### src/rtl/mem_bus_ctrl_pkg.sv
// Shared definitions for the memory bus controller: FSM encoding,
// pipeline stall vectors and the data value returned on an aborted access.
package mem_bus_ctrl_pkg;

  typedef enum logic [1:0] {
    ST_IDLE = 2'd0,
    ST_DACC = 2'd1,
    ST_IACC = 2'd2
  } bus_state_t;

  localparam logic [4:0]  STALL_DATA  = 5'b11111;
  localparam logic [4:0]  STALL_FETCH = 5'b00011;
  localparam logic [4:0]  STALL_NONE  = 5'b00000;
  localparam logic [31:0] ZERO_DATA   = 32'h0000_0000;
  localparam logic [3:0]  SEL_WORD    = 4'b1111;

endpackage

### src/rtl/mem_bus_ctrl.sv
// Arbitrates instruction fetch and load/store traffic onto one shared memory
// bus, with data priority, a bus timeout and pipeline stall/flush generation.
module mem_bus_ctrl
  import mem_bus_ctrl_pkg::*;
#(
  parameter int unsigned TIMEOUT = 15
) (
  input  logic        clk,
  input  logic        rst,
  input  logic        if_req,
  input  logic [31:0] if_addr,
  output logic [31:0] if_rdata,
  output logic        if_ready,
  input  logic        mem_req,
  input  logic        mem_we,
  input  logic [3:0]  mem_sel,
  input  logic [31:0] mem_addr,
  input  logic [31:0] mem_wdata,
  output logic [31:0] mem_rdata,
  output logic        mem_ready,
  output logic        bus_req,
  output logic        bus_we,
  output logic [3:0]  bus_sel,
  output logic [31:0] bus_addr,
  output logic [31:0] bus_wdata,
  input  logic [31:0] bus_rdata,
  input  logic        bus_ack,
  output logic [4:0]  stall,
  output logic        flush_id,
  output logic        bus_err
);

  localparam logic [3:0] TIMEOUT_CNT = 4'(TIMEOUT);

  bus_state_t state_r;
  bus_state_t state_next_s;
  logic [3:0] count_r;
  logic       grant_ok_s;
  logic       grant_data_s;
  logic       grant_fetch_s;
  logic       timeout_s;

  // A ready pulse blocks a new grant so the still-held request is not re-served.
  assign grant_ok_s    = (state_r == ST_IDLE) && !if_ready && !mem_ready;
  assign grant_data_s  = grant_ok_s && mem_req;
  assign grant_fetch_s = grant_ok_s && !mem_req && if_req;
  // Counter holds the 1-based cycle number of the current bus access.
  assign timeout_s     = (count_r == TIMEOUT_CNT);

  // State register
  always_ff @(posedge clk) begin
    if (rst) begin
      state_r <= ST_IDLE;
    end else begin
      state_r <= state_next_s;
    end
  end

  // Next-state logic: ack wins over timeout
  always_comb begin
    state_next_s = state_r;
    case (state_r)
      ST_IDLE: begin
        if (grant_data_s) begin
          state_next_s = ST_DACC;
        end else if (grant_fetch_s) begin
          state_next_s = ST_IACC;
        end else begin
          state_next_s = ST_IDLE;
        end
      end
      ST_DACC, ST_IACC: begin
        if (bus_ack || timeout_s) begin
          state_next_s = ST_IDLE;
        end else begin
          state_next_s = state_r;
        end
      end
      default: state_next_s = ST_IDLE;
    endcase
  end

  // Output logic: bus request from state, stall/flush from live requests
  always_comb begin
    bus_req  = (state_r != ST_IDLE);
    stall    = STALL_NONE;
    flush_id = 1'b0;
    if (rst) begin
      stall    = STALL_NONE;
      flush_id = 1'b0;
    end else if (mem_req && !mem_ready) begin
      stall    = STALL_DATA;
      flush_id = 1'b0;
    end else if (if_req && !if_ready) begin
      stall    = STALL_FETCH;
      flush_id = 1'b1;
    end else begin
      stall    = STALL_NONE;
      flush_id = 1'b0;
    end
  end

  // Bus command capture, cycle counter and completion/abort responses
  always_ff @(posedge clk) begin
    if (rst) begin
      count_r   <= 4'd0;
      bus_we    <= 1'b0;
      bus_sel   <= 4'b0000;
      bus_addr  <= ZERO_DATA;
      bus_wdata <= ZERO_DATA;
      if_rdata  <= ZERO_DATA;
      mem_rdata <= ZERO_DATA;
      if_ready  <= 1'b0;
      mem_ready <= 1'b0;
      bus_err   <= 1'b0;
    end else begin
      if_ready  <= 1'b0;
      mem_ready <= 1'b0;
      bus_err   <= 1'b0;
      case (state_r)
        ST_IDLE: begin
          if (grant_data_s) begin
            count_r   <= 4'd1;
            bus_we    <= mem_we;
            bus_sel   <= mem_sel;
            bus_addr  <= mem_addr;
            bus_wdata <= mem_wdata;
          end else if (grant_fetch_s) begin
            count_r   <= 4'd1;
            bus_we    <= 1'b0;
            bus_sel   <= SEL_WORD;
            bus_addr  <= if_addr;
            bus_wdata <= ZERO_DATA;
          end else begin
            count_r <= 4'd0;
          end
        end
        ST_DACC: begin
          if (bus_ack) begin
            mem_rdata <= bus_rdata;
            mem_ready <= 1'b1;
          end else if (timeout_s) begin
            mem_rdata <= ZERO_DATA;
            mem_ready <= 1'b1;
            bus_err   <= 1'b1;
          end else begin
            count_r <= count_r + 4'd1;
          end
        end
        ST_IACC: begin
          if (bus_ack) begin
            if_rdata <= bus_rdata;
            if_ready <= 1'b1;
          end else if (timeout_s) begin
            if_rdata <= ZERO_DATA;
            if_ready <= 1'b1;
            bus_err  <= 1'b1;
          end else begin
            count_r <= count_r + 4'd1;
          end
        end
        default: begin
          count_r <= 4'd0;
        end
      endcase
    end
  end

endmodule

### config.mk
export PLATFORM = sky130hd
export DESIGN_NAME = mem_bus_ctrl
export DESIGN_NICKNAME = d
export VERILOG_FILES = /design/src/rtl/mem_bus_ctrl_pkg.sv /design/src/rtl/mem_bus_ctrl.sv
export SDC_FILE = /design/constraint.sdc
export NUM_CORES = 1
export LEC_CHECK = 0
export BUFFER_PORTS_ARGS = -buffer_cell sky130_fd_sc_hd__buf_4
export CORE_MARGIN = 1.5
export CORE_UTILIZATION = 41
export CTS_CLUSTER_DIAMETER = 50
export DETAILED_ROUTE_END_ITERATION = 16
export GPL_TIMING_DRIVEN = 0
export PLACE_DENSITY = 0.77
export SLEW_MARGIN = 20
export SYNTH_ARGS = -nofsm -noshare
export SYNTH_HDL_FRONTEND = slang
export SYNTH_SLANG_ARGS = --single-unit
### constraint.sdc
create_clock -name clk -period 1.75 [get_ports clk]
set_input_delay 0.35 -clock clk [delete_from_list [all_inputs] [get_ports clk]]
set_output_delay 0.35 -clock clk [all_outputs]
set_load 0.005 [all_outputs]
---- After elaboration in Yosys (flattened, before gate mapping) ----
Cells that the tools add are included.
W data, S select, Z words.
cells by class
  muxes and demuxes ....................... 27
  equal/unequal tests ..................... 6
  bitwise logic cells ..................... 3
  $add $sub $neg .......................... 1
  reduce and logical (&&, ||, !) cells .... 23
operators by type and width
  operator               number
  $mux W32               6
  $mux W4                4
  $mux W5                2
  $mux W1                9
  $mux W2                4
  $pmux W4 S2            1
  $reduce_and A2 Y1      4
  $logic_and A1 B1 Y1    7
  $reduce_bool A2 Y1     3
  $reduce_or A2 Y1       3
  $add A4 B1 Y4 const B  1
  $eq A4 B4 Y1 const B   1
  $ne A2 B2 Y1 const B   2
  $pmux W2 S2            1
  $logic_not A1 Y1       3
  $not A1 Y1             3
  $reduce_or A3 Y1       1
  $eq A2 B1 Y1 const B   1
  $eq A2 B2 Y1 const B   1
  $logic_not A2 Y1       1
  $ne A2 B1 Y1 const B   1
  $logic_or A1 B1 Y1     1
word-level totals
  bits of input ports ..................... 138
  word-level logic and storage cells ...... 71
  register bits after elaboration ......... 142
  output and inout bits ................... 143

---- Logic depth before layout (Yosys ltp) ----
  word-level depth ........................ 8
  depth in mapped cells ................... 7
  mapped depth without buffers ............ 5

---- Least setup slack after synthesis ----
OpenSTA, ideal clock, no wires.
  path kind ............................... reg2reg
  from .................................... reg state_r[0]
  to ...................................... reg bus_addr[30]
  arrival time ............................ 1.508 ns
  setup time .............................. 0.134 ns
  required time ........................... 1.616 ns
  stages on the path, launching flop included .. 8
  clock period less this slack ............ 1.642 ns
  buffers on the path ..................... 2
  setup slack ............................. 0.108 ns
  cells stage by stage .................... dfxtp_1 -> inv_1 -> ha_1 -> or3b_1 -> buf_2 -> nor2_2 -> buf_2 -> a311oi_1
on the way
  longest elaborated chain between the ends .. 7
  elaborated cells between the ends (all ways) .. 9
  classes of those cells .................. mux (1); reduce/logical (8)
ends and longest elaborated chain
  item                               RTL line                                 RTL
  start, declared                    mem_bus_ctrl.sv:35                       bus_state_t state_r;
  start signal, assigned             mem_bus_ctrl.sv:55                       state_r <= state_next_s;
  $logic_not A2 Y1 *                 mem_bus_ctrl.sv:44, mem_bus_ctrl.sv:120
  $logic_and A1 B1 Y1 (2 in series)  mem_bus_ctrl.sv:44                       assign grant_ok_s = (state_r == ST_IDLE) && !if_ready && !mem_ready;
  $logic_and A1 B1 Y1 (2 in series)  mem_bus_ctrl.sv:46                       assign grant_fetch_s = grant_ok_s && !mem_req && if_req;
  $reduce_bool A2 Y1 (no line)       n/a
  $reduce_and A2 Y1 (no line)        n/a
  end signal, assigned               mem_bus_ctrl.sv:126                      bus_addr <= mem_addr;
  end signal, assigned               mem_bus_ctrl.sv:132                      bus_addr <= if_addr;
  end, declared                      mem_bus_ctrl.sv:24                       output logic [31:0] bus_addr,
Mark *: on every way between the ends. The rest lies on a longest branch, timed or not.
A chain may end at the register's enable or synchronous reset.

---- Worst setup path after layout ----
  from .................................... reg state_r[0]
  to ...................................... reg bus_addr[22]
Same word-level chain as after synthesis.

==> impl_summary.md <==
Outcome
The run finished with clean final reports.

STA
The sum of negative setup slack is 0 ns. The final critical-path share of the clock period is 98.8%. The worst slew slack as a fraction of its limit is 57.7%.

The timing-limited maximum frequency is 579 MHz. The tightest hold margin is 0.179 ns. The final count of hold timing violations is 0. The clock period could shrink to 1.73 ns. The max-slew violation count was 0. Setup repair after global routing could not meet its margin everywhere. At the pin with the least slew margin, the transition time is 0.635 ns. The final setup skew is 0.00789 ns. Setup violations remaining at the end of the flow were counted as 0.

Drt
After detailed routing, no signal wire sits above met4. The routed wire length on met3 is 1770 um. In this run, the number of DRC markers left after iteration 0 of detailed routing was 377. Detailed routing placed a total of 9200 um of wire on met2.

The DRC violation count after routing is 0. In the final routed layout, each cell accounts on average for 17.7 um. The first detailed-routing pass ran for 7 iterations. The via-per-instance ratio is 5.50. The routed design has 18,700 um of wire. The wire length on met1 is 7170 um.

The remaining antenna violation count after routing is 0. The total vias in the final route is 5,817.

Global route
Global routing finished with a remaining overflow of 0. The number of global-route vias before repair is 5,790. The overall global routing resource usage is 26.7%.

The global-route wire length before repair is 29,500 um. The maximum number of pins on one net before global-route repair is 17. The initial antenna violation count is 0.

Synthesis
The average instance in the mapped netlist occupies 9.47 um2. The count of unique library cells instantiated by Yosys is 38. The synthesized flop and latch total is 142. For this run, the number of Yosys warnings is 0. Synthesis produced a netlist with a net count of 709. Summing every instance area after synthesis gives 5360 um2.

The cell count after synthesis is 566. The sequential fraction of the synthesis area is 53.0%.

Die
During I/O placement, the number of pins put on the boundary was 281. The die covers 13,800 um2. The standard cell core area is 12,700 um2. The starting utilization of the core area is 42.3%. The horizontal extent of the die is 117 um. The initialized floorplan defines 41 standard-cell rows. From bottom edge to top edge, the die measures 117 um.

Layout
The area used by multi-input combinational logic is 2360 um2. The register area is 2860 um2. The post-route non-filler standard cell count is 1,058.

0 antenna diodes ended up in the layout. In the final layout, the share of cells above drive strength 1 is 43.6%. The layout overhead on the synthesized area is 59.2%.

The number of nets in the layout is 1,016. The share of the core filled with cells in the final layout is 67.4%. The library cell used most frequently in the layout, excluding fill and tap cells, is buf_4. The filler cell count is 1,016. In the layout the commonest cells are buf_4, dfxtp_1, nand2_1, a21oi_1, a32o_1.

Worst setup path
The worst setup path is captured at a register. The type of the setup path with the least slack is reg -> reg. The critical path goes through inv_4 > ha_4 > or3b_1 > buf_6 > nor2_4 > buf_6 > buf_6 > a311oi_2. Data on the critical path arrives at its endpoint at 2.01 ns. The required arrival time at the worst endpoint is 2.03 ns. For this run, the slowest stage of the critical path takes 0.36 ns.

Along the worst path, the maximum fanout reaches 8. The most frequent cell on the critical path is buf_6. The nature of the critical path startpoint is a register. The slowest stage of the critical path belongs to the cell dfxtp_4.

Clock network
The clock transition time at the flip-flop clock pins of the worst setup and hold paths is 0.06 ns. The TritonCTS clock tree is built. The cell at the root of the clock tree is clkbuf_16. Hold repair after CTS inserted 0 buffers. The maximum root-to-sink buffer count is 2.

The count of clock tree sinks is 142. CTS built an H-tree with a depth of 4. At the later pin of the worst-skew pair, clock insertion delay measures 0.42 ns. The number of buffers added by the clock tree synthesis step is 17.

Placement
Routability-driven placement finished with a final weighted congestion of 0.878. Once detailed placement completed, the half-perimeter wirelength came to 13,900 um. Counting tap cells, the placed design contains a total of 1,016 instances. In this run the tool buffered the top-level ports with 278 buffer cells.

Worst hold path
The min-delay analysis places its worst path in the category in -> reg.

Job
Across the run, the number of max-cap violations was 0.

Power and ir drop
The leakage power total is 3.76 nW. The power density of the placed cells is 1010 nW/um2. The worst-case IR drop observed on VDD is 0.666 mV.
==> synthesized netlist by cell type <==
cell type | number | share of area, %
dfxtp_1 | 142 | 53
nand2_1 | 102 | 7.1
a21oi_1 | 73 | 6.8
a32o_1 | 64 | 12
a311oi_1 | 32 | 5.2
clkbuf_1 | 32 | 2.2
o21ai_1 | 30 | 2.8
buf_2 | 20 | 1.9
nor2_1 | 7 | 0.49
buf_1 | 6 | 0.42
nor3_1 | 6 | 0.56
ha_1 | 5 | 1.2
buf_4 | 4 | 0.56
inv_1 | 4 | 0.28
nand3_1 | 4 | 0.37
a21o_1 | 3 | 0.42
nor2b_1 | 3 | 0.35
o21ai_0 | 3 | 0.28
a21oi_2 | 2 | 0.33
a31oi_1 | 2 | 0.23
and2_1 | 2 | 0.23
nand2b_1 | 2 | 0.23
nand3b_1 | 2 | 0.28
nor3b_1 | 2 | 0.28
a2111o_1 | 1 | 0.21
a31o_2 | 1 | 0.16
and3_1 | 1 | 0.12
and4bb_1 | 1 | 0.23
nand4bb_1 | 1 | 0.21
nor2_2 | 1 | 0.12
nor3b_4 | 1 | 0.35
nor4b_1 | 1 | 0.16
o211ai_1 | 1 | 0.14
o21bai_1 | 1 | 0.14
o311ai_0 | 1 | 0.16
or2_2 | 1 | 0.12
or3b_1 | 1 | 0.16
or4_1 | 1 | 0.14
==> power breakdown <==
part / leakage, nW / switching [mW] / total [mW] / internal (mW)
registers: 1.16 / 0.136 / 3.59 / 3.46
logic: 2.34 / 0.796 / 1.66 / 0.863
clock network: 0.262 / 1.36 / 3.38 / 2.02
==> cell families after synthesis <==
group                    count (synthesis)  share of synthesized area, %
flip-flops                             142                          53.0
AO/OA/AOI/OAI                          214                          28.9
buffers and inverters                   66                          5.37
AND/OR/NAND/NOR                        139                          11.6
adder cells (fa/ha/maj)                  5                          1.17
==> layer usage <==
| layer | track usage [%] | up-vias |
|---|---|---|
| met4 | 13.3 | 0 |
| met1 | 29.4 | 2734 |
| li1 | - | 2723 |
| met2 | 45.5 | 314 |
| met3 | 9.73 | 46 |
| met5 | 0 | - |
==> path summary, 6_finish.rpt <==
kind | from | endpoint | slack (ns) | cells past startpoint
setup / recovery | state_r[0]$_SDFFE_PP0P_ | bus_addr[22]$_SDFFE_PP0P_ | 0.02 | 8
hold / removal | mem_wdata[13] | bus_wdata[13]$_SDFFE_PP0P_ | 0.18 | 3
setup reg to reg | state_r[0]$_SDFFE_PP0P_ | bus_addr[22]$_SDFFE_PP0P_ | 0.02 | 8
hold reg to reg | mem_rdata[8]$_SDFFE_PP0P_ | mem_rdata[8]$_SDFFE_PP0P_ | 0.47 | 1
==> what timing repair did <==
action	in CTS	in global routing
buffers inserted	4	3
resized for setup	30	59
pin swaps	2	3
cloned	0	3
setup endpoints to repair	83	125
==> per-stage QoR <==
step                      setup slack (ns)  instance area [um2]  power, mW
after floorplan                      0.108                 5360       4.31
after global placement              -0.321                 7660       5.07
after detailed placement            -0.350                 7660       5.13
after CTS                          -0.0130                 8320       8.53
after global routing               -0.0397                 8530       8.99
final                               0.0219                 8530       8.63
==> area by class of cell <==
class,count,share of cell area [%]
Clock buffer,22,5.44
Tap cell,172,2.52
Buffer,62,4.19
Clock inverter,10,1.04
Sequential cell,142,33.5
Timing Repair Buffer,288,25.5
Multi-Input combinational cell,358,27.6
Inverter,4,0.235
==> registers in the layout (all words and copies together), names as in the netlist, 2 cells and up <==
name	flops
bus_addr	32
state_r	2
bus_wdata	32
bus_sel	4
count_r	4
mem_rdata	32
if_rdata	32
==> worst max-delay path: cells and delay by family (launching register included) <==
family / cells / cell delay [ns]
adders and majority gates: 1 / 0.14
buffers and inverters: 4 / 0.47
and+or+nand+nor: 2 / 0.51
AOI/OAI and AO/OA: 1 / 0.10
DFF: 1 / 0.36
Note: power is estimated with default switching activity, not from simulation.
